**src/rtl/param_lifo_pkg.sv**
```systemverilog
// Shared definitions for the parameterised LIFO.
//   DEFAULT_DATA_W / DEFAULT_DEPTH : default word width and number of entries
//   cnt_w()                        : width of an occupancy counter spanning 0..depth
//   op_e                           : per-cycle operation chosen from we/re and occupancy
package param_lifo_pkg;

    localparam int DEFAULT_DATA_W = 8;
    localparam int DEFAULT_DEPTH  = 16;

    // An occupancy of exactly `depth` must be representable, hence depth+1.
    function automatic int cnt_w(input int depth);
        return $clog2(depth + 1);
    endfunction

    typedef enum logic [2:0] {
        OP_IDLE,
        OP_PUSH,      // push into a non-full stack
        OP_POP,       // pop from a non-empty stack
        OP_SWAP,      // we=re=1, not empty: read top, overwrite top
        OP_PUSH_UNF,  // we=re=1 while empty: push, flag underflow
        OP_OVF,       // push refused, stack full
        OP_UNF        // pop refused, stack empty
    } op_e;

endpackage

```
**src/rtl/param_lifo_mem.sv**
```systemverilog
// Storage array for param_lifo: DEPTH x DATA_W, no reset.
//   clk     : write clock
//   wr_en   : write strobe, wr_data stored at wr_addr on the rising edge
//   wr_addr : write address
//   wr_data : write data
//   rd_addr : read address (asynchronous read)
//   rd_data : word at rd_addr
module lifo_mem
    import param_lifo_pkg::*;
#(
    parameter int DATA_W = DEFAULT_DATA_W,
    parameter int DEPTH  = DEFAULT_DEPTH,
    localparam int AW    = $clog2(DEPTH)
) (
    input  logic              clk,
    input  logic              wr_en,
    input  logic [AW-1:0]     wr_addr,
    input  logic [DATA_W-1:0] wr_data,
    input  logic [AW-1:0]     rd_addr,
    output logic [DATA_W-1:0] rd_data
);

    logic [DATA_W-1:0] mem [DEPTH];

    always_ff @(posedge clk) begin
        if (wr_en) begin
            mem[wr_addr] <= wr_data;
        end
    end

    assign rd_data = mem[rd_addr];

endmodule

```
**src/rtl/param_lifo.sv**
```systemverilog
// Parameterised LIFO (stack) with registered pop data and sticky error flags.
//   clk, resetn   : clock, asynchronous active-low reset
//   we, re        : push / pop requests; both together pop the top and replace it
//   datain        : push data
//   clr_err       : synchronous clear of overflow/underflow
//   dataout       : last popped word (held when no pop succeeds)
//   full, empty   : count == DEPTH / count == 0
//   almost_full   : count >= AF_LEVEL
//   count         : current occupancy 0..DEPTH
//   overflow      : sticky, push attempted while full
//   underflow     : sticky, pop attempted while empty
module param_lifo
    import param_lifo_pkg::*;
#(
    parameter int DATA_W   = DEFAULT_DATA_W,
    parameter int DEPTH    = DEFAULT_DEPTH,
    parameter int AF_LEVEL = DEPTH - 2
) (
    input  logic                      clk,
    input  logic                      resetn,
    input  logic                      we,
    input  logic                      re,
    input  logic [DATA_W-1:0]         datain,
    input  logic                      clr_err,
    output logic [DATA_W-1:0]         dataout,
    output logic                      full,
    output logic                      empty,
    output logic                      almost_full,
    output logic [cnt_w(DEPTH)-1:0]   count,
    output logic                      overflow,
    output logic                      underflow
);

    localparam int CW = cnt_w(DEPTH);
    localparam int AW = $clog2(DEPTH);

    op_e               op;
    logic [AW-1:0]     top_addr;
    logic [AW-1:0]     wr_addr;
    logic              mem_we;
    logic [DATA_W-1:0] top_data;

    assign full        = (count == CW'(DEPTH));
    assign empty       = (count == '0);
    assign almost_full = (count >= CW'(AF_LEVEL));

    always_comb begin
        op = OP_IDLE;
        unique case ({we, re})
            2'b10:   op = full  ? OP_OVF      : OP_PUSH;
            2'b01:   op = empty ? OP_UNF      : OP_POP;
            2'b11:   op = empty ? OP_PUSH_UNF : OP_SWAP;
            default: op = OP_IDLE;
        endcase
    end

    // top_addr is only meaningful when count > 0; at count == 0 it wraps
    // harmlessly since nothing reads it then.
    assign top_addr = AW'(count - CW'(1));
    // A plain push lands one above the top; count < DEPTH so it fits in AW bits.
    assign wr_addr  = (op == OP_SWAP) ? top_addr : AW'(count);
    assign mem_we   = (op == OP_PUSH) || (op == OP_PUSH_UNF) || (op == OP_SWAP);

    lifo_mem #(
        .DATA_W (DATA_W),
        .DEPTH  (DEPTH)
    ) u_mem (
        .clk     (clk),
        .wr_en   (mem_we),
        .wr_addr (wr_addr),
        .wr_data (datain),
        .rd_addr (top_addr),
        .rd_data (top_data)
    );

    always_ff @(posedge clk or negedge resetn) begin
        if (!resetn) begin
            count     <= '0;
            dataout   <= '0;
            overflow  <= 1'b0;
            underflow <= 1'b0;
        end else begin
            unique case (op)
                OP_PUSH, OP_PUSH_UNF: count <= count + CW'(1);
                OP_POP: begin
                    count   <= count - CW'(1);
                    dataout <= top_data;
                end
                OP_SWAP: dataout <= top_data;
                default: ;
            endcase
            // A fresh error in the same cycle as clr_err keeps the flag set.
            overflow  <= (op == OP_OVF) || (overflow && !clr_err);
            underflow <= (op == OP_UNF) || (op == OP_PUSH_UNF) || (underflow && !clr_err);
        end
    end

endmodule

```
**config.mk**
```make
export PLATFORM = sky130hd
export DESIGN_NAME = param_lifo
export DESIGN_NICKNAME = d
export VERILOG_FILES = /design/src/rtl/param_lifo_pkg.sv /design/src/rtl/param_lifo_mem.sv /design/src/rtl/param_lifo.sv
export SDC_FILE = /design/constraint.sdc
export NUM_CORES = 1
export LEC_CHECK = 0
export CAP_MARGIN = 20
export CORE_ASPECT_RATIO = 0.75
export CORE_MARGIN = 2
export CORE_UTILIZATION = 50
export CTS_CLUSTER_DIAMETER = 60
export DETAILED_ROUTE_END_ITERATION = 10
export PLACE_DENSITY = 0.68
export SYNTH_ARGS = -nofsm -noshare
export SYNTH_HDL_FRONTEND = slang
export SYNTH_SLANG_ARGS = --single-unit
```
**constraint.sdc**
```tcl
create_clock -name clk -period 7.5 [get_ports clk]
set_clock_uncertainty 0.15 [all_clocks]
set_input_delay 0.75 -clock clk [delete_from_list [all_inputs] [get_ports clk]]
set_output_delay 0.75 -clock clk [all_outputs]
set_load 0.005 [all_outputs]
```
# Yosys cells after proc, flatten, opt, wreduce, memory -nomap -nowiden
# Memories as Yosys holds them, arrays and structs flattened. A register that Yosys moved wholly into a read port is not among the register bits.
# Cells that the tools add are included.
[word_totals]
out_inout_bits = 18
ram_bits = 128
rom_bits = 0
mem_count = 1
register_bits = 7
word_cells = 38
latchBits = 0
input_bits = 13
[mem_list]
columns = ["name", "depth", "word_bits", "read_ports", "rd_ports_with_merged_regs", "write_ports", "line_no", "rtl"]
rows = [
  ["u_mem.mem", 16, 8, 1, 1, 1, "param_lifo_mem.sv:23", "logic [DATA_W-1:0] mem [DEPTH];"],
]
[classes]
bitwise = 0
muxes = 8
add_sub_neg = 2
n_eq_ne = 10
magnitude_cmp = 1
n_reduce_logical = 13
n_shift = 0
multipliers = 0
div = 0
[op_table]
columns = ["cell", "count"]
rows = [
  ["one-hot mux 5 bit (2 select lines)", 1],
  ["equality test 3 bit (second input constant)", 3],
  ["two-way mux 3 bit", 3],
  ["one-hot mux 3 bit (3 select lines)", 1],
  ["equality test 3 x 2 -> 1 bit (second input constant)", 2],
  ["adder 5 x 1 -> 5 bit (second input constant)", 1],
  ["equality test 5 bit (second input constant)", 1],
  ["greater-or-equal comparator 5 x 4 -> 1 bit (second input constant)", 1],
  ["zero test 5 bit", 1],
  ["logical OR 1 bit", 5],
  ["subtractor 5 x 1 -> 5 bit (second input constant)", 1],
  ["equality test 2 bit (second input constant)", 2],
  ["two-way mux 4 bit", 1],
  ["OR reduction 2 bit", 2],
  ["equality test 3 x 1 -> 1 bit (second input constant)", 1],
  ["equality test 2 x 1 -> 1 bit (second input constant)", 1],
  ["logical AND 1 bit", 2],
  ["zero test 1 bit", 2],
  ["two-way mux 1 bit", 2],
  ["nonzero test 2 bit", 1],
]

# Longest topological paths before layout
# Gate-level depths: netlist (run 1).
[depth]
depth_word = 8
ltp_mapped = 11

# Cells and area by module
# From an unflattened synthesis (run 1), not the netlist that was laid out.
[unflattened]
cells_unflattened = 309
area_unflattened_um2 = 5935.7
[by_module_without_submodules]
columns = ["mod", "area_each_um2", "cells_per_inst", "seq_area_each_um2", "n_inst"]
rows = [
  ["lifo_mem", 4987.3, 221, 3843.7, 1],
  ["param_lifo", 948.4, 88, 375.4, 1],
]

# Worst setup path before layout (run 1)
# OpenSTA, ideal clock, no wires.
[synth_path]
kind = "register to register"
start = "register count[0]"
end = "memory u_mem.mem[15][0] in the netlist's numbering (enable)"
stages_incl_launch_ff = 9
arrival_time_ps = 2492
path_buffers = 2
setup_time_ps = 370
setup_slack_ps = 4488
t_required_ps = 6980
cell_sequence = "dfrtp_1 buf_2 inv_2 clkbuf_1 ha_1 or4b_4 nand3_4 a31oi_2 nor2_1"
[synth_between]
elab_chain_len = 8
elab_cells_between_ends = 15
[synth_rtl]
columns = ["element", "line_no", "rtl"]
rows = [
  ["from (decl)", "param_lifo.sv:29", "output logic [cnt_w(DEPTH)-1:0] count,"],
  ["from (signal assigned)", "param_lifo.sv:84", "OP_PUSH, OP_PUSH_UNF: count <= count + CW'(1);"],
  ["from (signal assigned)", "param_lifo.sv:86", "count <= count - CW'(1);"],
  ["equality test 5 bit / zero test 5 bit (equally long branches)", "param_lifo.sv:43, param_lifo.sv:44", ""],
  ["two-way mux 3 bit, on equally long branches", "param_lifo.sv:50, param_lifo.sv:51, param_lifo.sv:52", ""],
  ["one-hot mux 3 bit (3 select lines)", "param_lifo.sv:49", "unique case ({we, re})"],
  ["equality test 3 x 1 -> 1 bit / equality test 3 bit (equally long branches)", "param_lifo.sv:62", "assign mem_we = (op == OP_PUSH) || (op == OP_PUSH_UNF) || (op == OP_SWAP);"],
  ["logical OR 1 bit (2 in series)", "param_lifo.sv:62", ""],
  ["two-way mux 1 bit", "param_lifo_mem.sv:26", "if (wr_en) begin"],
  ["two-way mux 1 bit (not written as such)", "param_lifo_mem.sv:27", "mem[wr_addr] <= wr_data;"],
  ["to (decl)", "param_lifo_mem.sv:23", ""],
]
# Parallel ways exist; a longest one is shown, timed or not.

# Worst setup path in the final report (run 1)
[layout_path]
start = "register count[1]"
end = "memory u_mem.mem[1][0] in the netlist's numbering (enable)"
# Same word-level chain as after synthesis.

==> impl_metrics.json, run 1 <==
{
  "async_reset_ff_share_pct": 10.5,
  "placementRows": 35,
  "cts-root-buf": "clkbuf_16",
  "clock_latency_ns": 0.42,
  "vias_per_cell": 6.01,
  "place_congestion": 0.851,
  "slowest_delay_ns": 0.84,
  "grt_pass1_vias": 3589,
  "avgSynthCellArea_sq_um": 14.5,
  "ctsResizeCount": 0,
  "hold_viol": 0,
  "cts_tree": "done",
  "synthFlopType": "edfxtp_1",
  "critPathRequiredTime_ns": 7.40,
  "synth_area_sq_um": 6150,
  "fin_nets": 462,
  "groute.usage.overall_pct": 22.5,
  "setup_viol": 0,
  "num_io_pins": 31,
  "htree_levels": 4,
  "powerDensity_nw_per_um2": 435,
  "port_buffers": 30,
  "fmax_mhz": 286,
  "cts.clk_slew.worst_paths_ns": 0.06,
  "synthToLayoutAreaGrowth_pct": 15.9,
  "path_buf_inv": 2,
  "overflow": 0,
  "die_h_microns": 100,
  "instances_no_fill": 624,
  "firstDrtPassIters": 7,
  "fin_crit_sh_pct": 46.6,
  "tightest_slew_ns": 1.06,
  "critPathMaxFanout": 26,
  "finalWirelength_mm": 14.1,
  "synth_seq_area_share_pct": 68.6,
  "cp_cell_sequence": "inv_1, ha_2, inv_2, nor3_2, a31oi_2, nor2_1",
  "period_minus_slack_ns": 3.49,
  "mostFrequentLayoutCells": "edfxtp_1 (128), mux2i_1 (40), clkdlybuf4s50_1 (30)",
  "die-width_microns": 132,
  "start_util_pct": 50.7,
  "grt_max_degree": 65,
  "layout_commonest_cell": "edfxtp_1",
  "crit_family": "simple AND/OR/NAND/NOR gates",
  "drive_gt1_share_pct": 12.2,
  "final_util_pct": 58.8,
  "status": "complete, no violations",
  "cts_hold_buffers": 0,
  "cts_setup_buffers": 0,
  "ant_nets": 0,
  "synthCells": 423,
  "p_total_mw": 3.10,
  "die_area_sq_um": 13200,
  "worstHoldPathCells": 2,
  "tns_ns": 0,
  "grt_pass1_wl_mm": 21.5,
  "max_slew_margin_pct": 29.5,
  "antenna_found_initial": 0,
  "rsz0062_at_grt": "false",
  "wl_per_cell_microns": 22.7,
  "yosysWarnings": 0,
  "hpwl_mm": 8.95,
  "critical_path_depth": 6,
  "insertedDiodeCount": 0,
  "leakage_nw": 2.38,
  "cp.arrival_ns": 3.39,
  "slew_violations": 0,
  "vias": 3750,
  "cp-end-kind": "flop",
  "numCtsBuffers": 17,
  "critPathLaunchType": "flop",
  "drt_iter0_drc": 535,
  "cts_sinks": 143,
  "drv_cap": 0,
  "hp-class": "reg2reg",
  "irDropWorstVdd_mv": 0.283,
  "synth_cell_types": 42,
  "ys_ff_latch": 143,
  "core-area_sq_um": 12100,
  "crit_type": "reg2reg",
  "synth_edf_count": 128,
  "cts_buffer_depth": 2,
  "syn_nets": 440,
  "worstRegToRegCells": 6,
  "place_inst": 592,
  "drc": 0,
  "slowest_stage": "ha_2"
}
-- logic make-up (layout without fill, tap and decap cells) --
family / after synthesis / count (layout) / share of synthesized area (%)
adder cells (fa/ha/maj): 4 / 4 / 0.814
flip-flops: 143 / 143 / 68.6
AND/OR/NAND/NOR: 121 / 121 / 11.3
AO/OA/AOI/OAI: 68 / 68 / 8.55
multiplexers: 41 / 41 / 6.69
buffers and inverters: 40 / 75 / 3.05
XOR/XNOR: 6 / 6 / 0.977
-- tightest hold or removal path, stage by stage (launching register included) --
cell and delay [ns]:
dfrtp_1 0.34, nand2_1 0.05, nand3_1 0.06
-- worst paths after layout --
kind	start	to	slack, ns
max	count[1]	u_mem.mem[1][0]	4.01
min	dataout[0]	dataout[0]	0.34
max reg2reg	count[1]	u_mem.mem[1][0]	4.01
min reg2reg	dataout[0]	dataout[0]	0.34
max in group asynchronous	resetn	count[0]	6.07
min in group asynchronous	resetn	count[4]	0.62
-- per-layer routing --
layer / track usage (%) / wire length [microns] / vias up
met3: 5.61 / 1190 / 13
met5: 0 / 0 / -
met4: 7.19 / 168 / 0
met1: 35.4 / 6820 / 1852
li1: - / - / 1705
met2: 30.7 / 5960 / 180
-- through the flow --
| step | hold slack (ns) | instance area, sq um | setup slack, ns |
|---|---|---|---|
| 2_1_floorplan | 0.304 | 6150 | 4.49 |
| 3_3_place_gp | 0.317 | 6540 | 4.18 |
| 3_5_place_dp | 0.320 | 6540 | 4.03 |
| 4_1_cts | 0.334 | 7130 | 4.03 |
| 5_1_grt | 0.361 | 7130 | 3.84 |
| 6_report | 0.338 | 7130 | 4.01 |
-- layout make-up --
type | instances | area (sq um)
Inverter | 10 | 37.5
Sequential cell | 143 | 4220
Fill cell | 956 | 5000
Clock inverter | 14 | 158
Timing Repair Buffer | 33 | 323
Multi-Input combinational cell | 240 | 1750
Tap cell | 166 | 208
Clock buffer | 18 | 429
-- sequential cells by signal, indices dropped and copies added (netlist names) --
name / count
u_mem.mem: 128
dataout: 8
count: 5
overflow: 1
underflow: 1
-- cells in the mapped netlist, types with 2 or more instances --
library cell,instances,area (sq um)
mux2i_1,40,400
a31oi_1,24,150
inv_1,6,22.5
buf_4,4,30.0
inv_2,4,15.0
nand3_1,29,145
o21ai_0,2,10.0
o211ai_1,2,15.0
a2111oi_0,24,210
xnor2_1,5,43.8
o22ai_1,2,12.5
nand4b_1,8,70.1
nor2b_1,2,12.5
nand4_1,9,56.3
nand2_1,14,52.6
edfxtp_1,128,3840
clkbuf_1,12,45.0
and2_1,25,156
dfrtp_1,15,375
nand2b_1,2,12.5
nor2_1,21,78.8
nor3_2,5,50.1
a32oi_1,3,26.3
o21ai_1,2,10.0
ha_1,4,50.1
buf_2,12,60.1
a31oi_2,4,50.1
-- where the power goes --
part	internal, mW	switching [mW]	leakage, nW	total (mW)
Combinational	0.442	0.771	0.768	1.21
Sequential	0.990	0.0691	1.34	1.06
Clock	0.495	0.338	0.278	0.832
Total	1.93	1.18	2.38	3.10
(Power assumes the default switching activity.)
==> run 2: changes to the inputs <==
==> constraint.sdc (replaced) <==
create_clock -name clk -period 3.5 [get_ports clk]
set_clock_uncertainty 0.15 [all_clocks]
set_input_delay 0.35 -clock clk [delete_from_list [all_inputs] [get_ports clk]]
set_output_delay 0.35 -clock clk [all_outputs]
set_load 0.005 [all_outputs]
==> impl_metrics.json, run 2 (synthesis gave the netlist of run 1 again) <==
{
  "fmax_mhz": 326,
  "drc": 0,
  "fin_nets": 468,
  "grtUsageMet1_pct": 35.7,
  "placementRows": 35,
  "hp-class": "in2async",
  "slew_violations": 0,
  "groute.usage.overall_pct": 23.1,
  "regToRegSetupSlack_ns": 0.43,
  "critPathRequiredTime_ns": 3.39,
  "critPathMaxFanout": 16,
  "antenna_found_initial": 0,
  "wl_per_cell_microns": 22.7,
  "cp-end-kind": "flop",
  "core-area_sq_um": 12100,
  "hold_viol": 0,
  "status": "complete, no violations",
  "fin_crit_sh_pct": 87.6,
  "die-width_microns": 132,
  "ctsResizeCount": 0,
  "grt_pass1_wl_mm": 22.3,
  "setup_viol": 0,
  "drive_gt1_share_pct": 12.9,
  "worstRegToRegCells": 6,
  "overflow": 0,
  "vias_per_cell": 6.07,
  "numCtsBuffers": 17,
  "htree_levels": 4,
  "grtUsageMet2_pct": 31.9,
  "mostFrequentLayoutCells": "edfxtp_1 (128), mux2i_1 (40), clkdlybuf4s50_1 (30)",
  "crit_type": "reg2reg",
  "cts_tree": "done",
  "cts_hold_buffers": 0,
  "clock_latency_ns": 0.41,
  "critPathLaunchType": "flop",
  "synthToLayoutAreaGrowth_pct": 17.4,
  "drv_cap": 0,
  "insertedDiodeCount": 0,
  "grt-busiest-layer": "met1",
  "cts_setup_buffers": 0,
  "cts.clk_slew.worst_paths_ns": 0.06,
  "firstDrtPassIters": 8,
  "cts_sinks": 143,
  "die_area_sq_um": 13200,
  "tns_ns": 0,
  "vias": 3827,
  "top_regs": "u_mem.mem: 128 flops, dataout: 8 flops, count: 5 flops",
  "rsz0062_at_grt": "false",
  "start_util_pct": 50.7,
  "layout_commonest_cell": "edfxtp_1",
  "cp.arrival_ns": 2.96,
  "rr_endpoint": "u_mem.mem[7][3]",
  "irDropWorstVdd_mv": 0.557,
  "tightest_slew_ns": 0.843,
  "leakage_nw": 2.44,
  "largest_register_ff_count": 128,
  "die_h_microns": 100,
  "grt_max_degree": 65,
  "grtUsageMet3_pct": 5.91,
  "ant_nets": 0,
  "cts_buffer_depth": 2,
  "max_slew_margin_pct": 43.7,
  "powerDensity_nw_per_um2": 961,
  "top_register": "u_mem.mem",
  "placed_cell_area_sq_um": 6600,
  "port_buffers": 30,
  "num_io_pins": 31,
  "reg2reg_from": "count[0]",
  "grt_pass1_vias": 3678,
  "drt_iter0_drc": 422,
  "critical_path.endpoint": "u_mem.mem[7][3]",
  "nFillCells": 939,
  "place_congestion": 0.824,
  "hpwl_mm": 9.12,
  "cts-root-buf": "clkbuf_16",
  "fin_area_sq_um": 7220,
  "timing.critical_path.from": "count[0]",
  "period_minus_slack_ns": 3.07,
  "finalWirelength_mm": 14.3
}
-- run 2: worst min path at each step --
stage                     from         end  slack (ns)  depth (start not counted)
detailed placement  dataout[0]  dataout[0]        0.33                          2
global route            resetn    overflow        0.29                          1
CTS                     resetn    count[2]        0.27                          1
finish                  resetn    count[2]        0.23                          1
floorplan               resetn    count[0]        -0.1                          0
global placement    dataout[0]  dataout[0]        0.31                          2
-- run 2: layout make-up --
cell class                      instances  area, sq um  share of cell area [%]
Sequential cell                       143         4220                    58.4
Tap cell                              166          208                    2.88
Inverter                               10         37.5                   0.520
Multi-Input combinational cell        240         1750                    24.3
Timing Repair Buffer                   39          384                    5.32
Clock buffer                           20          437                    6.05
Clock inverter                         12          183                    2.53
-- run 2: report_power, final --
| group | internal (mW) | switching [mW] |
|---|---|---|
| Sequential | 2.12 | 0.139 |
| Clock | 1.20 | 0.691 |
| Combinational | 1.05 | 1.74 |
-- run 2: metrics by stage --
stage | worst slack [ns] | util (%) | power [mW] | std cells | hold slack [ns]
finish | 0.434 | 59.5 | 6.94 | 630 | 0.234
global route | 0.287 | 59.5 | 7.29 | 630 | 0.295
CTS | 0.440 | 59.5 | 6.93 | 630 | 0.275
detailed placement | 0.446 | 54.4 | 5.04 | 598 | 0.326
global placement | 0.498 | 54.3 | 4.98 | 597 | 0.312
floorplan | 0.488 | - | 4.11 | 423 | -0.0956
-- run 2: metal layers --
metal  up-vias  share of wire [%]
li1       1717                  -
met1      1927                 49
met5         -                  0
met3        24                7.2
met4         0                1.8
met2       159                 42
-- run 2: critical path, cell delays in order (launching register included) --
cell and delay [ns]:
dfrtp_2 0.40, inv_2 0.26, ha_2 0.29, or4b_4 0.53
nand3_4 0.20, a31oi_2 0.18, nor2_1 0.68
==> run 3: changes to the inputs <==
--- a/config.mk
+++ b/config.mk
@@ -11,6 +11,7 @@
 export CORE_UTILIZATION = 50
 export CTS_CLUSTER_DIAMETER = 60
 export DETAILED_ROUTE_END_ITERATION = 10
+export MAX_ROUTING_LAYER = met4
 export PLACE_DENSITY = 0.68
 export SYNTH_ARGS = -nofsm -noshare
 export SYNTH_HDL_FRONTEND = slang
==> impl_metrics.json, run 3 (synthesis gave the netlist of run 1 again) <==
{
  "grt_pass1_wl_mm": 22.3,
  "worst_slack_ns": 0.420,
  "insertedDiodeCount": 0,
  "hp-class": "in2async",
  "fin_nets": 468,
  "vias_per_cell": 6.11,
  "mostFrequentLayoutCells": "edfxtp_1 (128), mux2i_1 (40), clkdlybuf4s50_1 (30)",
  "p_total_mw": 6.95,
  "cts_setup_buffers": 0,
  "placementRows": 35,
  "die_area_sq_um": 13200,
  "critPathRequiredTime_ns": 3.39,
  "fmax_mhz": 325,
  "antenna_found_initial": 0,
  "synthToLayoutAreaGrowth_pct": 17.4,
  "critPathMaxFanout": 16,
  "rsz0062_at_grt": "false",
  "wl_per_cell_microns": 22.8,
  "crit_type": "reg2reg",
  "cp-end-kind": "flop",
  "cts_buffer_depth": 2,
  "slew_violations": 0,
  "vias": 3847,
  "place_congestion": 0.837,
  "cts_sinks": 143,
  "tightest_slew_ns": 0.830,
  "top_register": "u_mem.mem",
  "cts.clk_slew.worst_paths_ns": 0.06,
  "overflow": 0,
  "cts-root-buf": "clkbuf_16",
  "largest_register_ff_count": 128,
  "period_minus_slack_ns": 3.08,
  "cp.arrival_ns": 2.97,
  "finalWirelength_mm": 14.3,
  "groute.usage.overall_pct": 23.9,
  "max_slew_margin_pct": 44.5,
  "grt_pass1_vias": 3664,
  "hold_viol": 0,
  "top_regs": "u_mem.mem: 128 flops, dataout: 8 flops, count: 5 flops",
  "drc": 0,
  "ctsResizeCount": 0,
  "ant_nets": 0,
  "numCtsBuffers": 17,
  "drv_cap": 0,
  "cts_tree": "done",
  "layout_commonest_cell": "edfxtp_1",
  "htree_levels": 4,
  "firstDrtPassIters": 6,
  "setup_viol": 0,
  "status": "complete, no violations",
  "cts_hold_buffers": 0,
  "critPathLaunchType": "flop",
  "tns_ns": 0,
  "drive_gt1_share_pct": 12.9,
  "die-width_microns": 132,
  "hpwl_mm": 9.12,
  "powerDensity_nw_per_um2": 963,
  "grt_max_degree": 65,
  "irDropWorstVdd_mv": 0.551,
  "core-area_sq_um": 12100,
  "start_util_pct": 50.7,
  "num_io_pins": 31,
  "drt_iter0_drc": 421,
  "worstRegToRegCells": 6,
  "die_h_microns": 100,
  "fin_crit_sh_pct": 88.0,
  "clock_latency_ns": 0.42,
  "leakage_nw": 2.44,
  "port_buffers": 30,
  "place_ws_ns": 0.446
}
-- run 3: cell counts in the layout (fill, tap and decap cells not counted) --
Identical to the previous run, type by type.
-- run 3: layout make-up --
cell class,instances,area (sq um)
fill,939,4910
sequential,143,4220
multi-input combinational,240,1750
clock buffer,20,437
timing repair buffer,39,384
tap,166,208
clock inverter,12,183
inverter,10,37.5
-- run 3: path summary, 6_finish.rpt --
check,slack (ns),from,endpoint
max,0.42,count[0],u_mem.mem[7][3]
max reg2reg,0.42,count[0],u_mem.mem[7][3]
min in group clk,0.34,dataout[5],dataout[5]
max in group asynchronous,2.43,resetn,count[0]
min,0.23,resetn,count[2]
min reg2reg,0.34,dataout[5],dataout[5]
-- run 3: worst max-delay path, cell delays in order, from the launching register on --
cell and delay [ns]:
dfrtp_2 0.40, inv_2 0.26, ha_2 0.28, or4b_4 0.53, nand3_4 0.20, a31oi_2 0.18
nor2_1 0.70
-- run 3: per-layer routing --
metal | part of all wire (%) | GRT usage [%] | vias to the layer above
li1 | - | - | 1719
met1 | 47 | 36.1 | 1926
met2 | 43 | 31.8 | 188
met3 | 8.9 | 5.66 | 14
met4 | 1.3 | 7.69 | 0
met5 | 0 | - | -
-- run 3: through the flow --
stage	utilization (%)	instance area, sq um	hold slack (ns)	std cells
global route	59.5	7220	0.293	630
global placement	54.3	6590	0.312	597
CTS	59.5	7220	0.275	630
floorplan	-	6150	-0.0956	423
detailed placement	54.4	6600	0.326	598
finish	59.5	7220	0.229	630
-- run 3: power by group --
group          internal [mW]  switching (mW)  leakage (nW)
combinational           1.05            1.74         0.803
sequential              2.12           0.139          1.34
clock                   1.20           0.699         0.297
total                   4.37            2.58          2.44
